File: src/rtl/ro_freq_comparator.sv
// Ring-oscillator frequency comparator: counts synchronised rising edges of two
// selected ROs over a fixed gate window and emits one PUF response bit per run.
`timescale 1ns/1ps
module ro_freq_comparator #(
    parameter int NUM_RO = 8,
    parameter int CNT_W  = 16,
    parameter int WINDOW = 1024,
    parameter int SETTLE = 4
) (
    input  logic              clk,
    input  logic              reset_n,
    input  logic              start,
    input  logic [2:0]        ro1_sel,
    input  logic [2:0]        ro2_sel,
    input  logic [NUM_RO-1:0] ro_out,
    output logic              busy,
    output logic              done,
    output logic              response,
    output logic              tie,
    output logic              sel_err,
    output logic [CNT_W-1:0]  count1,
    output logic [CNT_W-1:0]  count2
);
    localparam int               TMR_W       = 21;
    localparam logic [TMR_W-1:0] SETTLE_LAST = TMR_W'(SETTLE - 1);
    localparam logic [TMR_W-1:0] WINDOW_LAST = TMR_W'(WINDOW - 1);
    localparam logic [CNT_W-1:0] CNT_MAX     = {CNT_W{1'b1}};

    typedef enum logic [1:0] {
        ST_IDLE   = 2'd0,
        ST_SETTLE = 2'd1,
        ST_COUNT  = 2'd2,
        ST_DONE   = 2'd3
    } state_t;

    // Counters stick at all-ones instead of wrapping.
    function automatic logic [CNT_W-1:0] sat_inc(input logic [CNT_W-1:0] v, input logic en);
        if (en && (v != CNT_MAX)) begin
            return v + CNT_W'(1);
        end else begin
            return v;
        end
    endfunction

    logic [1:0]        rst_sync_q;
    logic              rst_int_n;
    logic [NUM_RO-1:0] s1_q, s2_q, s3_q;
    logic [NUM_RO-1:0] ro_edge_s;

    state_t           state_q, state_d;
    logic [TMR_W-1:0] timer_q, timer_d;
    logic [2:0]       sel1_q, sel1_d, sel2_q, sel2_d;
    logic [CNT_W-1:0] cnt1_q, cnt1_d, cnt2_q, cnt2_d;
    logic             busy_q, busy_d, done_q, done_d;
    logic             response_q, response_d, tie_q, tie_d, sel_err_q, sel_err_d;
    logic [CNT_W-1:0] count1_q, count1_d, count2_q, count2_d;

    // Reset synchroniser: assertion is immediate, release is aligned to clk.
    always_ff @(posedge clk or negedge reset_n) begin
        if (!reset_n) begin
            rst_sync_q <= 2'b00;
        end else begin
            rst_sync_q <= {rst_sync_q[0], 1'b1};
        end
    end

    assign rst_int_n = rst_sync_q[1];

    // Three-flop synchronisers on every raw RO net.
    always_ff @(posedge clk or negedge rst_int_n) begin
        if (!rst_int_n) begin
            s1_q <= {NUM_RO{1'b0}};
            s2_q <= {NUM_RO{1'b0}};
            s3_q <= {NUM_RO{1'b0}};
        end else begin
            s1_q <= ro_out;
            s2_q <= s1_q;
            s3_q <= s2_q;
        end
    end

    assign ro_edge_s = s2_q & ~s3_q;

    // Control and datapath state registers.
    always_ff @(posedge clk or negedge rst_int_n) begin
        if (!rst_int_n) begin
            state_q    <= ST_IDLE;
            timer_q    <= {TMR_W{1'b0}};
            sel1_q     <= 3'd0;
            sel2_q     <= 3'd0;
            cnt1_q     <= {CNT_W{1'b0}};
            cnt2_q     <= {CNT_W{1'b0}};
            busy_q     <= 1'b0;
            done_q     <= 1'b0;
            response_q <= 1'b0;
            tie_q      <= 1'b0;
            sel_err_q  <= 1'b0;
            count1_q   <= {CNT_W{1'b0}};
            count2_q   <= {CNT_W{1'b0}};
        end else begin
            state_q    <= state_d;
            timer_q    <= timer_d;
            sel1_q     <= sel1_d;
            sel2_q     <= sel2_d;
            cnt1_q     <= cnt1_d;
            cnt2_q     <= cnt2_d;
            busy_q     <= busy_d;
            done_q     <= done_d;
            response_q <= response_d;
            tie_q      <= tie_d;
            sel_err_q  <= sel_err_d;
            count1_q   <= count1_d;
            count2_q   <= count2_d;
        end
    end

    // Next-state logic; the DONE state computes results that appear one cycle
    // later, so start is also blocked while the done pulse is visible.
    always_comb begin
        state_d    = state_q;
        timer_d    = timer_q;
        sel1_d     = sel1_q;
        sel2_d     = sel2_q;
        cnt1_d     = cnt1_q;
        cnt2_d     = cnt2_q;
        busy_d     = busy_q;
        done_d     = 1'b0;
        response_d = response_q;
        tie_d      = tie_q;
        sel_err_d  = sel_err_q;
        count1_d   = count1_q;
        count2_d   = count2_q;
        case (state_q)
            ST_IDLE: begin
                if (start && !done_q) begin
                    state_d    = ST_SETTLE;
                    timer_d    = {TMR_W{1'b0}};
                    sel1_d     = ro1_sel;
                    sel2_d     = ro2_sel;
                    cnt1_d     = {CNT_W{1'b0}};
                    cnt2_d     = {CNT_W{1'b0}};
                    busy_d     = 1'b1;
                    response_d = 1'b0;
                    tie_d      = 1'b0;
                    sel_err_d  = (ro1_sel == ro2_sel);
                    count1_d   = {CNT_W{1'b0}};
                    count2_d   = {CNT_W{1'b0}};
                end else begin
                    state_d = ST_IDLE;
                end
            end
            ST_SETTLE: begin
                if (timer_q == SETTLE_LAST) begin
                    state_d = ST_COUNT;
                    timer_d = {TMR_W{1'b0}};
                end else begin
                    timer_d = timer_q + TMR_W'(1);
                end
            end
            ST_COUNT: begin
                cnt1_d = sat_inc(cnt1_q, ro_edge_s[sel1_q]);
                cnt2_d = sat_inc(cnt2_q, ro_edge_s[sel2_q]);
                if (timer_q == WINDOW_LAST) begin
                    state_d = ST_DONE;
                    timer_d = {TMR_W{1'b0}};
                end else begin
                    timer_d = timer_q + TMR_W'(1);
                end
            end
            ST_DONE: begin
                state_d    = ST_IDLE;
                busy_d     = 1'b0;
                done_d     = 1'b1;
                response_d = (cnt1_q > cnt2_q) && !sel_err_q;
                tie_d      = (cnt1_q == cnt2_q);
                count1_d   = cnt1_q;
                count2_d   = cnt2_q;
            end
            default: begin
                state_d = ST_IDLE;
            end
        endcase
    end

    assign busy     = busy_q;
    assign done     = done_q;
    assign response = response_q;
    assign tie      = tie_q;
    assign sel_err  = sel_err_q;
    assign count1   = count1_q;
    assign count2   = count2_q;
endmodule

File: config.mk
export PLATFORM = sky130hd
export DESIGN_NAME = ro_freq_comparator
export DESIGN_NICKNAME = d
export VERILOG_FILES = /design/src/rtl/ro_freq_comparator.sv
export SDC_FILE = /design/constraint.sdc
export NUM_CORES = 1
export LEC_CHECK = 0
export CAP_MARGIN = 30
export CORE_MARGIN = 2
export CORE_UTILIZATION = 62
export DETAILED_ROUTE_END_ITERATION = 6
export PLACE_DENSITY = 0.92
export SLEW_MARGIN = 20
export SYNTH_ARGS = -nofsm -noshare
export SYNTH_HDL_FRONTEND = slang
export SYNTH_SLANG_ARGS = --single-unit
File: constraint.sdc
create_clock -name clk -period 9.8 [get_ports clk]
set_input_delay 0.98 -clock clk [delete_from_list [all_inputs] [get_ports clk]]
set_output_delay 0.98 -clock clk [all_outputs]
set_load 0.05 [all_outputs]
==> results of run 1 <==
## registers in the layout, summed over array words and instances, names as in the netlist
register / count
timer_q: 21
cnt1_q: 16
cnt2_q: 16
count1: 16
count2: 16
s1_q: 8
s2_q: 8
s3_q: 8
sel1_q: 3
sel2_q: 3
rst_sync_q: 2
state_q: 2
busy: 1
done: 1
response: 1
sel_err: 1
tie: 1
## path summary, 6_finish.rpt
path                               startpoint         end  slack [ns]  depth (start not counted)
worst min-delay path            rst_sync_q[1]  timer_q[2]        0.34                          0
worst max register to register     state_q[0]   cnt1_q[6]        6.71                          7
worst min register to register  rst_sync_q[1]  timer_q[2]        0.34                          0
min in group clk                      s1_q[2]     s2_q[2]        0.35                          0
worst max-delay path               state_q[0]   cnt1_q[6]        6.71                          7
max in group asynchronous       rst_sync_q[1]  count2[15]        8.38                          2
## metrics by stage
step / instances / worst slack [ns] / hold slack (ns) / utilization, % / area (µm²)
after floorplan: 595 / 6.09 / 0.331 / - / 6190
after global placement: 754 / 6.49 / 0.332 / 69.9 / 6800
after detailed placement: 755 / 6.35 / 0.340 / 70.0 / 6810
after CTS: 787 / 6.82 / 0.354 / 75.7 / 7370
after global routing: 789 / 6.51 / 0.357 / 76.0 / 7400
final: 789 / 6.71 / 0.343 / 76.0 / 7400
## metal layers
metal | share of wire (%) | vias to the layer above | global-route usage (%)
met5 | 0 | - | 0
met4 | 3.3 | 0 | 14.7
met3 | 7.5 | 58 | 6.58
met2 | 50 | 324 | 49.2
met1 | 40 | 2590 | 38.3
li1 | - | 2380 | -
## worst register-to-register path: stages, from the launching register on
cell	delay, ns
dfrtp_1	0.41
inv_1	0.11
ha_1	0.47
nand3b_4	0.39
nand2_1	0.70
o211ai_1	0.25
or2_2	0.37
o41ai_1	0.27
## kinds of logic after synthesis
logic type	count (synthesis)
simple gates	203
compound gates	161
flops	124
buf+inv	60
fa+ha+maj	23
xor+xnor	15
mux	8
other cells	1
## power by group
group	internal [W]	switching, W	total [W]
registers	0.000536	0.0000439	0.000580
clock network	0.000340	0.000245	0.000585
logic	0.0000582	0.0000649	0.000123
total	0.000934	0.000354	0.00129
## cell type report
cell class,count,area (µm²)
sequential,124,3110
multi-input combinational,411,2860
fill,644,2330
timing repair buffer,61,607
clock buffer,18,418
tap,133,166
clock inverter,14,139
inverter,28,105
## cell usage in the layout (no fill, tap or decap), types with 5 or more instances in the layout
master           synthesis  routed
o2111ai_1                7       7
nand2_1                 49      49
a211oi_1                 6       6
o221ai_1                 9       9
a21o_1                   5       5
xor2_1                  13      13
mux2i_1                  6       6
and3_1                  16      16
nor3_1                  16      16
buf_4                    1       6
nor4_1                  10      10
a22o_1                  34      34
clkinv_4                 0       6
inv_1                   28      28
ha_1                    23      23
o211ai_1                 6       6
nand2b_1                 6       6
nand4_1                 22      22
a21oi_1                 25      24
nor2_1                  18      18
nand3_1                 28      28
dfrtp_1                124     123
clkdlybuf4s50_1          0      53
clkbuf_16                0      16
and4_1                   8       8
a31oi_1                  6       6
o21ai_0                 21      21
nand3b_1                 6       6
==> qor.txt, run 1 <==
IO buf count: 53
Largest net degree at the start of global routing: 76
Synth cell count leaders: 124 x dfrtp_1, 49 x nand2_1, 34 x a22o_1, 28 x inv_1, 28 x nand3_1
Area Growth Syn to Fin: 19.6%
H-tree levels: 4
Layout cells sized above 1: 7.93%
Cells after synthesis: 595
GP Congestion: 0.926
Detailed Routing Iterations Pass 1: 5
Core ar.: 9730 µm²
Total track usage: 30.1%
Worst Path Arrival: 3.50 ns
Slew headroom: 36.6%
CTS sink cnt: 124
Post-CTS Hold Buffers: 0
Final worst-path cycle share: 31.5%
Largest family of logic cells by synthesized area: compound AO/OA/AOI/OAI gates
Largest area contributor in the netlist: dfrtp_1
Vias/cell: 6.78
I/O pin total: 54
Mux cell area share after synthesis: 1.52%
Slowest-stage cell, CP: nand2_1
Crit. End Element: flip-flop
Num CTS Buffers: 17
Tightest Pin Transition: 0.945 ns
Longest Clk Path Bufs: 2
Gr ovfl total: 0
DRT Wirelength: 15800 µm
WS Path Type: reg -> reg
Final setup violation count: 0
Post-synth ARST share: 100%
Initial antenna violation count: 0
# diodes: 0
Sequential area share after synthesis: 50.1%
Max IR drop VDD: 0.000134 V
Post-synth top flop: dfrtp_1
Xor-xnor portion of the synthesized cell area: 2.12%
FP Rows: 36
Clock root cell: clkbuf_8
RSZ-0062 raised after global routing: no
Detailed Route Iter0 Violations: 541
Crit path max fanout: 25
Leak pwr: 3.24 nW
Run status: finished, final reports clean
Via count: 5352
CP Buf/Inv Count: 1
Die Ht: 104 µm
Flops & latches, synth: 124
Crit path largest cell delay: 0.69 ns
Die area: 10800 µm²
Routed Antenna Nets: 0
Die span in x: 104 µm
Pwr Total: 0.00129 W
Ys Warns: 0
Post-synth EDFFs: 0
Mapped Area: 6190 µm²
Syn Nets: 635
First-pass GRT wire length: 25900 µm
Post-CTS Setup Bufs: 0
# DRC: 0
Crit path time final: 3.09 ns
Max_cap viols: 0
Top cells by area, synth: dfrtp_1 50%, a22o_1 4.8%, ha_1 4.7%
Initial Utilization: 63.6%
Yosys top cell area share: 50.1%
Compound-Gate Fraction of Synth Area: 19.9%
Post-Synth Adder-Cell Area: 4.65%
Worst skew pair latency: 0.53 ns
Post-cts resize count: 0
Post-route setup TNS: 0 ns
P per Cell Area: 174 nW/µm²
Post-Synth Simple-Gate Area: 17.8%
Final Hold Fails: 0
DP Wirelength: 10200 µm
Fmax: 323 MHz
Top Family by Delay on Critical Path: simple AND/OR/NAND/NOR gates
Synth unique cells: 64
Worst-path cell chain: inv_1, ha_1, nand3b_4, nand2_1, o211ai_1, or2_2, o41ai_1
CP Launch Type: flip-flop
Critical Path RT: 10.21 ns
Final Max Tran Viols: 0
Most common cell in the synthesized netlist: dfrtp_1
Vias in the first global route: 5284
Mapped Avg Cell Area: 10.4 µm²
Final #Nets: 683
Clock Skew: 0.00834 ns
Clock-pin slew on the worst setup and hold paths: 0.07 ns
CTS tree: built
WL per Instance: 20.1 µm
Min-delay worst type: reg -> async
(Power assumes the default switching activity.)
==> inputs of run 2 (changes only) <==
CORE_UTILIZATION = 58   (was 62)
PLACE_DENSITY = 0.87   (was 0.92)
clock period = 3.03 ns   (was 9.8 ns; I/O delays follow)
==> qor.txt, run 2 (synthesis results as in run 1) <==
CTS tree: built
Largest net degree at the start of global routing: 85 (+12%)
WS Path Type: reg -> reg
Fmax: 393 MHz (+22%)
CP Launch Type: flip-flop
Gr ovfl total: 0 (unchanged)
RSZ-0062 raised after global routing: no
Min-delay worst type: in -> reg
Sw Share: 25.1% (-2.4 points)
Clock-pin slew on the worst setup and hold paths: 0.06 ns (about the same)
Clk pwr share: 48.4% (+3.0 points)
Post-cts resize count: 0 (unchanged)
Number of flip-flops in the largest register: 21 (unchanged)
Post-CTS Setup Bufs: 0 (unchanged)
Clock Skew: 0.00752 ns (-0.000826 ns)
Vias/cell: 6.58 (-3.0%)
DP Wirelength: 9950 µm (-2.9%)
Final worst-path cycle share: 84.0% (+52 points)
# DRC: 0 (unchanged)
Most common cell after layout, fill and taps aside: dfrtp_1
Most frequent cells in the layout: 123 x dfrtp_1, 53 x clkdlybuf4s50_1, 49 x nand2_1, 34 x a22o_1
Total track usage: 28.9% (-1.2 points)
Num CTS Buffers: 17 (unchanged)
WL per Instance: 19.1 µm (-4.7%)
Crit. End Element: flip-flop
Via count: 5276 (-1.4%)
Worst skew pair latency: 0.53 ns (about the same)
Initial antenna violation count: 0 (unchanged)
Clock root cell: clkbuf_8
Max IR drop VDD: 0.000450 V (+240%)
Critical Path RT: 3.47 ns (-6.74 ns)
Die span in x: 107 µm (+3.3%)
GP Congestion: 0.935 (+1.0%)
FILL cells: 686 (+6.5%)
Detailed Route Iter0 Violations: 425 (-21%)
DRT Wirelength: 15300 µm (-3.1%)
Area post-placement: 6900 µm² (+1.3%)
Crit path time final: 2.54 ns (-0.547 ns)
Sw Pwr: 0.00109 W (+210%)
Die area: 11500 µm² (+6.6%)
Max_cap viols: 0 (unchanged)
Final Hold Fails: 0 (unchanged)
FP Rows: 37 (+2.8%)
Worst Path Arrival: 2.98 ns (-0.52 ns)
Crit path max fanout: 10 (-60%)
Slew headroom: 47.5% (+11 points)
H-tree levels: 4 (unchanged)
Largest Register: timer_q
IO buf count: 53 (unchanged)
Detailed Routing Iterations Pass 1: 5 (unchanged)
Seq pwr share: 42.9% (-2.1 points)
Multi-input gate area: 2860 µm² (unchanged)
Power share of the combinational group: 8.7% (-0.9 points)
Final setup violation count: 0 (unchanged)
Initial Utilization: 59.9% (-3.7 points)
I/O pin total: 54 (unchanged)
Longest Clk Path Bufs: 2 (unchanged)
Leak pwr: 3.32 nW (+2.5%)
P per Cell Area: 579 nW/µm² (+230%)
Layout cells sized above 1: 9.31% (+1.4 points)
Routed Antenna Nets: 0 (unchanged)
Internal power: 0.00327 W (+250%)
Final #Nets: 693 (+1.5%)
Vias in the first global route: 5202 (-1.6%)
# diodes: 0 (unchanged)
Core ar.: 10300 µm² (+6.1%)
Run status: finished, final reports clean
Area Growth Syn to Fin: 21.8%
Post-route setup TNS: 0 ns (unchanged)
Die Ht: 107 µm (+3.3%)
First-pass GRT wire length: 25900 µm (-0.16%)
Register Area: 3110 µm² (unchanged)
Final Max Tran Viols: 0 (unchanged)
CTS sink cnt: 124 (unchanged)
Tightest Pin Transition: 0.780 ns (-0.165 ns)
Final Cell Area: 7540 µm² (+1.9%)
[run 2: worst paths after layout]
kind / start / to / slack, ns / depth (start not counted)
worst max-delay path: state_q[0] / timer_q[20] / 0.49 / 7
worst min-delay path: ro_out[0] / s1_q[0] / 0.22 / 1
worst max register to register: state_q[0] / timer_q[20] / 0.49 / 7
worst min register to register: rst_sync_q[1] / s1_q[4] / 0.30 / 0
max in group asynchronous: rst_sync_q[1] / cnt1_q[5] / 1.89 / 1
min in group asynchronous: rst_sync_q[1] / s1_q[4] / 0.30 / 0
[run 2: repair_timing]
action                                 4_1_cts  5_1_grt
hold buffers                                 1        0
setup endpoints to repair                    0        0
endpoints found under the hold margin        2        0
[run 2: per-layer routing]
layer | GRT usage [%] | up-vias | routed length [µm]
met3 | 6.90 | 48 | 1130
met2 | 46.3 | 256 | 7440
met1 | 37.0 | 2588 | 6260
met4 | 13.9 | 0 | 509
met5 | 0 | - | 0
li1 | - | 2384 | -
[run 2: cell type report]
cell class              instances  area share, %
clock buffers                  18           5.68
multi-input cells             411           37.9
flip-flops and latches        124           41.2
well taps                     136           2.26
inverters                      28           1.39
clock inverters                14           2.59
repair buffers                 71           8.98
[run 2: power by group through the flow]
stage | registers [W] | logic [W] | clock network, W
floorplan | 0.00187 | 0.000265 | 0
global placement | 0.00189 | 0.000351 | 0
detailed placement | 0.00190 | 0.000373 | 0
CTS | 0.00187 | 0.000380 | 0.00213
global route | 0.00189 | 0.000434 | 0.00221
finish | 0.00188 | 0.000380 | 0.00211
[run 2: per-stage QoR]
step	hold WS, ns	setup WS [ns]	power, W	std cells	util, %
final	0.218	0.486	0.00437	802	73.0
after CTS	0.203	0.496	0.00439	801	73.0
after global placement	0.305	0.666	0.00224	768	66.9
after detailed placement	0.315	0.540	0.00227	768	66.9
after floorplan	0.00741	0.890	0.00213	595	-
after global routing	0.203	0.274	0.00453	802	73.0
[run 2: worst max-delay path, stage by stage (launching register included)]
cell and delay, ns:
dfrtp_1 0.41, inv_1 0.12, ha_1 0.47, nand3b_4 0.14, a2111oi_4 0.58, nand3_2 0.18
or3_1 0.37, a22oi_1 0.18
